==> config.mk <==
export PLATFORM = sky130hd
export DESIGN_NAME = issue_scoreboard_ctrl
export DESIGN_NICKNAME = d
export VERILOG_FILES = /design/src/rtl/issue_scoreboard_ctrl.sv
export SDC_FILE = /design/constraint.sdc
export NUM_CORES = 1
export LEC_CHECK = 0
export ABC_CLOCK_PERIOD_IN_PS = 5000
export CORE_MARGIN = 5
export CORE_UTILIZATION = 50
export DETAILED_ROUTE_END_ITERATION = 16
export PLACE_DENSITY = 0.81
export SLEW_MARGIN = 20
export SYNTH_ARGS = -nofsm -noshare
export SYNTH_HDL_FRONTEND = slang
export SYNTH_SLANG_ARGS = --single-unit
==> constraint.sdc <==
create_clock -name clk -period 5 [get_ports clk]
set_input_delay 0.5 -clock clk [delete_from_list [all_inputs] [get_ports clk]]
set_output_delay 0.5 -clock clk [all_outputs]
set_load 0.03 [all_outputs]
==> src/rtl/issue_scoreboard_ctrl.sv <==
// Dual-issue scheduler: decides how many queue-head instructions dispatch each cycle using a
// per-register countdown scoreboard, intra-pair dependency checks and structural pairing rules.
module issue_scoreboard_ctrl #(
    parameter int unsigned NREG     = 32,
    parameter int unsigned LOAD_LAT = 1,
    parameter int unsigned ALU_LAT  = 0,
    parameter int unsigned CNT_W    = 32
) (
    input  logic             clk,
    input  logic             rst,
    input  logic [1:0]       i_valid,
    input  logic [4:0]       i_rs1_a,
    input  logic [4:0]       i_rs2_a,
    input  logic [4:0]       i_rs1_b,
    input  logic [4:0]       i_rs2_b,
    input  logic [4:0]       i_rd_a,
    input  logic [4:0]       i_rd_b,
    input  logic             i_we_a,
    input  logic             i_we_b,
    input  logic             i_ld_a,
    input  logic             i_ld_b,
    input  logic             i_mem_a,
    input  logic             i_mem_b,
    input  logic             i_br_a,
    input  logic             i_br_b,
    input  logic             i_stall,
    input  logic             i_flush,
    output logic [1:0]       o_usingNUM,
    output logic             o_issue_a,
    output logic             o_issue_b,
    output logic [NREG-1:0]  o_busy_vec,
    output logic [CNT_W-1:0] o_cnt_cycle,
    output logic [CNT_W-1:0] o_cnt_dual,
    output logic [CNT_W-1:0] o_cnt_hazard
);

    localparam int unsigned MAX_LAT = (LOAD_LAT > ALU_LAT) ? LOAD_LAT : ALU_LAT;
    localparam int unsigned TW      = (MAX_LAT < 1) ? 1 : $clog2(MAX_LAT + 1);
    localparam int unsigned RW      = 5;

    logic [TW-1:0] timer     [NREG];
    logic [TW-1:0] timer_nxt [NREG];

    logic rdy_rs1_a, rdy_rs2_a, rdy_rs1_b, rdy_rs2_b;
    logic dep, waw, struct_ok;
    logic issue_a, issue_b;

    // Busy vector doubles as the readiness lookup for all four sources
    always_comb begin
        o_busy_vec = '0;
        for (int i = 0; i < int'(NREG); i++) begin
            o_busy_vec[i] = (timer[i] != '0);
        end
    end

    always_comb begin
        rdy_rs1_a = (i_rs1_a == RW'(0)) || !o_busy_vec[i_rs1_a];
        rdy_rs2_a = (i_rs2_a == RW'(0)) || !o_busy_vec[i_rs2_a];
        rdy_rs1_b = (i_rs1_b == RW'(0)) || !o_busy_vec[i_rs1_b];
        rdy_rs2_b = (i_rs2_b == RW'(0)) || !o_busy_vec[i_rs2_b];
    end

    // Pairing rules: slot2 may not read or overwrite slot1's result, nor share a mem port or branch unit
    always_comb begin
        dep       = i_we_a && (i_rd_a != RW'(0)) && ((i_rs1_b == i_rd_a) || (i_rs2_b == i_rd_a));
        waw       = i_we_a && i_we_b && (i_rd_a == i_rd_b) && (i_rd_a != RW'(0));
        struct_ok = !(i_mem_a && i_mem_b) && !(i_br_a && i_br_b);
    end

    // Reset also suppresses dispatch so the queue never pops while the scoreboard is being cleared
    always_comb begin
        issue_a = i_valid[1] && !i_stall && !i_flush && !rst && rdy_rs1_a && rdy_rs2_a;
        issue_b = issue_a && i_valid[0] && rdy_rs1_b && rdy_rs2_b && !dep && !waw && struct_ok;
    end

    assign o_issue_a  = issue_a;
    assign o_issue_b  = issue_b;
    assign o_usingNUM = 2'(issue_a) + 2'(issue_b);

    // Countdown update; a freshly issued producer overrides the decrement on its destination
    always_comb begin
        for (int i = 0; i < int'(NREG); i++) begin
            timer_nxt[i] = timer[i];
        end
        if (!i_stall) begin
            for (int i = 0; i < int'(NREG); i++) begin
                if (timer[i] != '0) begin
                    timer_nxt[i] = timer[i] - TW'(1);
                end
            end
            if (issue_a && i_we_a && (i_rd_a != RW'(0))) begin
                timer_nxt[i_rd_a] = i_ld_a ? TW'(LOAD_LAT) : TW'(ALU_LAT);
            end
            if (issue_b && i_we_b && (i_rd_b != RW'(0))) begin
                timer_nxt[i_rd_b] = i_ld_b ? TW'(LOAD_LAT) : TW'(ALU_LAT);
            end
        end
    end

    always_ff @(posedge clk) begin
        if (rst) begin
            for (int i = 0; i < int'(NREG); i++) begin
                timer[i] <= '0;
            end
        end else begin
            for (int i = 0; i < int'(NREG); i++) begin
                timer[i] <= timer_nxt[i];
            end
        end
    end

    // Performance counters, free-running modulo 2^CNT_W
    always_ff @(posedge clk) begin
        if (rst) begin
            o_cnt_cycle  <= '0;
            o_cnt_dual   <= '0;
            o_cnt_hazard <= '0;
        end else begin
            o_cnt_cycle <= o_cnt_cycle + CNT_W'(1);
            if (o_usingNUM == 2'd2) begin
                o_cnt_dual <= o_cnt_dual + CNT_W'(1);
            end
            if (i_valid[1] && (o_usingNUM == 2'd0)) begin
                o_cnt_hazard <= o_cnt_hazard + CNT_W'(1);
            end
        end
    end

endmodule

==> results.json <==
{
  "clk_pin_slew_ns": 0.06,
  "initial_utilization_pct": 50.42,
  "p_comb_share_pct": 8.2,
  "worst_ir_drop_vdd_mv": 0.2155,
  "synthesis.nets": 930,
  "r2r_start": "timer[0][5]$_SDFFE_PP0N_",
  "cts_resized": 0,
  "fin_tns_setup_ns": 0,
  "reg2reg_setup_slack_ns": 1.01,
  "cts_tree": "done",
  "synth.cell_area_um2": 7272,
  "yosysTopAreaCell": "dfxtp_1",
  "crit_arrival_ns": 4.50,
  "nets": 1097,
  "antenna_found_initial": 0,
  "die_w_um": 130.6,
  "worstSkewPairLatency_ns": 0.42,
  "yosys.area.top_type_share_pct": 35.24,
  "place_congestion": 0.9858,
  "critPathSlowestCell": "clkdlybuf4s50_1",
  "finalSetupViolCount": 0,
  "worst_setup_path_start_kind": "input pin",
  "p_leak_nw": 3.434,
  "synthToLayoutAreaGrowth_pct": 35.13,
  "cp-end-kind": "flip-flop",
  "fp.dieH_um": 130.6,
  "cpMostUsedCell": "nand2_1",
  "clock.fmax_mhz": 236.0,
  "crit_end": "o_cnt_hazard[28]$_SDFFE_PP0P_",
  "clock_sinks": 128,
  "internal-power_mw": 1.923,
  "post_cts_buffers": 0,
  "multi_input_area_um2": 4466,
  "grt.overflow.total": 0,
  "drt_iter0_markers": 613,
  "first_pass_iters": 5,
  "synth.area.top_cells": "dfxtp_1 (35%), xor2_1 (7.6%), nor2_1 (6.3%), mux4_2 (5.6%), xnor2_1 (4.7%)",
  "ys_seq_area_share_pct": 35.24,
  "drc": 0,
  "hp-class": "reg2reg",
  "power.density_nw_per_um2": 255.7,
  "cts_hold_buf": 0,
  "wl_mm": 22.98,
  "fin_crit_sh_pct": 84.75,
  "routed_via_density": 5.898,
  "synth-async-reset-ratio_pct": 0,
  "core-area_um2": 14420,
  "ant_nets": 0,
  "ys_types": 50,
  "grt_use_total_pct": 26.93,
  "avgSynthCellArea_um2": 8.264,
  "hold_viol": 0,
  "pin_count": 176,
  "grt_first_pass_wirelength_mm": 36.40,
  "io_buffers": 175,
  "cts_made_buffers": 17,
  "cp_cell_sequence": "clkdlybuf4s50_1 > mux4_2 > nor2_1 > or4_1 > o211ai_1 > nor4_4 > buf_4 > nand2_1 > ha_1 > and3_1 > nand2_1 > or3_1 > nor3_1 > nand2_1 > xor2_1 > nor2_1",
  "drive_gt1_share_pct": 7.932,
  "synth_cells": 880,
  "relSlewSlack_pct": 29.45,
  "required_ns": 5.26,
  "seqCellArea_um2": 2562,
  "status": "completed",
  "wl_per_cell_um": 18.49,
  "dpl-instance-area_um2": 9216,
  "finalPower_mw": 2.513,
  "worst_slew_pin_slew_ns": 1.058,
  "p_clk_share_pct": 50.8,
  "p_sw_share_pct": 23.49,
  "h-tree-depth": 4,
  "p_switching_mw": 0.5904,
  "synth_edf_count": 0,
  "fin_crit_ns": 4.238,
  "nFillCells": 1162,
  "cts_buffer_depth": 2,
  "r2r-end": "o_cnt_hazard[28]$_SDFFE_PP0P_",
  "cts_root_buf": "clkbuf_16",
  "grt_setup_unrepaired": "no",
  "startpoint": "i_rs2_b[0]",
  "slew_viol_final": 0,
  "max-cap-violations": 0,
  "setup.worst_path.class": "in2reg",
  "skew_ns": 0.009070,
  "hpwl_mm": 16.73,
  "worst_path_largest_cell_delay_ns": 0.69,
  "synth_flop_cell": "dfxtp_1",
  "seq_power_share_pct": 40.9,
  "grt_max_degree": 101,
  "post-place-cells": 1212,
  "fin_area_um2": 9827,
  "worstRegToRegCells": 16,
  "n_antenna_cell": 0,
  "cp_max_fo": 11,
  "hold_ws_ns": 0.4909,
  "die-area_um2": 17060,
  "grt_pass1_vias": 7203,
  "synth.ff_latch_count": 128,
  "vias": 7331,
  "rows": 44,
  "yosysWarnings": 0,
  "instances_no_fill": 1243
}
## power by group through the flow
stage,logic (mW),clock network [mW],registers [mW]
final,0.207,1.28,1.03
after global routing,0.221,1.35,1.03
after CTS,0.204,1.29,1.03
after detailed placement,0.203,0,1.05
after global placement,0.200,0,1.05
after floorplan,0.113,0,1.06
## routing by layer
metal / GRT usage (%) / up-vias / share of wire, %
met1: 33.39 / 3408 / 40
met4: 11.86 / 0 / 4.1
met2: 43.59 / 397 / 46
li1: - / 3447 / -
met5: 0 / - / 0
met3: 7.846 / 79 / 10
## synthesized netlist by cell type, drive strengths merged, types with 2 or more instances
master / n
dfxtp: 128
nor2: 123
nand3: 67
nand2: 65
xor2: 63
o21ai: 59
xnor2: 39
a21oi: 31
clkbuf: 31
mux2i: 28
nor3: 23
nand4: 21
and3: 19
and2: 18
buf: 18
mux4: 18
nor4: 16
nor2b: 14
a22oi: 11
inv: 11
nand2b: 11
or3: 8
ha: 6
and4: 5
or4: 5
mux2: 4
nand4b: 4
nor3b: 4
o211ai: 4
o21bai: 4
o221ai: 4
or2: 4
a221oi: 2
and4b: 2
## metrics by stage
| step | worst slack, ns | util [%] |
|---|---|---|
| final | 0.7623 | 68.13 |
| after global routing | 0.3922 | 68.13 |
| after global placement | 0.4323 | 63.90 |
| after floorplan | 0.2688 | - |
| after detailed placement | 0.3883 | 63.90 |
| after CTS | 0.7613 | 68.13 |
## sequential cells by signal, summed over array words and instances (netlist names)
signal and flops:
o_cnt_cycle 32, o_cnt_dual 32, o_cnt_hazard 32, timer 32
## worst min path at each step
stage / from / end / slack, ns / depth (start not counted)
6_report: o_cnt_cycle[0]$_SDFF_PP0_ / o_cnt_cycle[0]$_SDFF_PP0_ / 0.49 / 1
2_1_floorplan: o_cnt_cycle[0]$_SDFF_PP0_ / o_cnt_cycle[0]$_SDFF_PP0_ / 0.57 / 1
3_3_place_gp: o_cnt_cycle[0]$_SDFF_PP0_ / o_cnt_cycle[0]$_SDFF_PP0_ / 0.44 / 1
4_1_cts: o_cnt_cycle[0]$_SDFF_PP0_ / o_cnt_cycle[0]$_SDFF_PP0_ / 0.49 / 1
5_1_grt: o_cnt_cycle[0]$_SDFF_PP0_ / o_cnt_cycle[0]$_SDFF_PP0_ / 0.53 / 1
3_5_place_dp: o_cnt_cycle[0]$_SDFF_PP0_ / o_cnt_cycle[0]$_SDFF_PP0_ / 0.47 / 1
## critical path, delay by kind of cell
| kind | cells | cell delay (ns) |
|---|---|---|
| adder cells (fa/ha/maj) | 1 | 0.21 |
| AO/OA/AOI/OAI | 1 | 0.17 |
| multiplexers | 1 | 0.46 |
| buffers and inverters | 2 | 0.87 |
| XOR/XNOR | 1 | 0.16 |
| AND/OR/NAND/NOR | 10 | 2.12 |
## area by class of cell
cell class,count,area share [%]
Tap cell,184,2.343
Inverter,11,0.4202
Timing Repair Buffer,197,19.51
Multi-Input combinational cell,692,45.44
Sequential cell,128,26.08
Clock buffer,19,4.609
Clock inverter,12,1.604
## cells in the final DEF (no fill, tap or decap), types with 5 or more instances in the layout
cell and instances:
nand4_1 21, mux2i_1 28, a21oi_1 31, and4_1 5, dfxtp_1 128, and2_1 18, clkdlybuf4s50_1 170, xor2_1 63
buf_4 26, or4_1 5, nand3_1 67, nor2b_1 14, clkbuf_16 17, o21ai_0 58, nand2b_1 11, mux4_2 18
nor3_1 23, xnor2_1 39, nand2_1 65, or3_1 8, nor4_1 15, nor2_1 123, and3_1 19, ha_1 6
a22oi_1 11, inv_1 11
## cell families after synthesis
group,after synthesis,share of synthesized area [%]
muxes,50,10.05
xor gates and xnor gates,102,12.28
and+or+nand+nor,411,28.17
DFF,128,35.24
buffers and inverters,60,3.355
adders and majority gates,6,1.032
AOI/OAI and AO/OA,123,9.876
No activity file was read; power rests on OpenSTA's default activity.
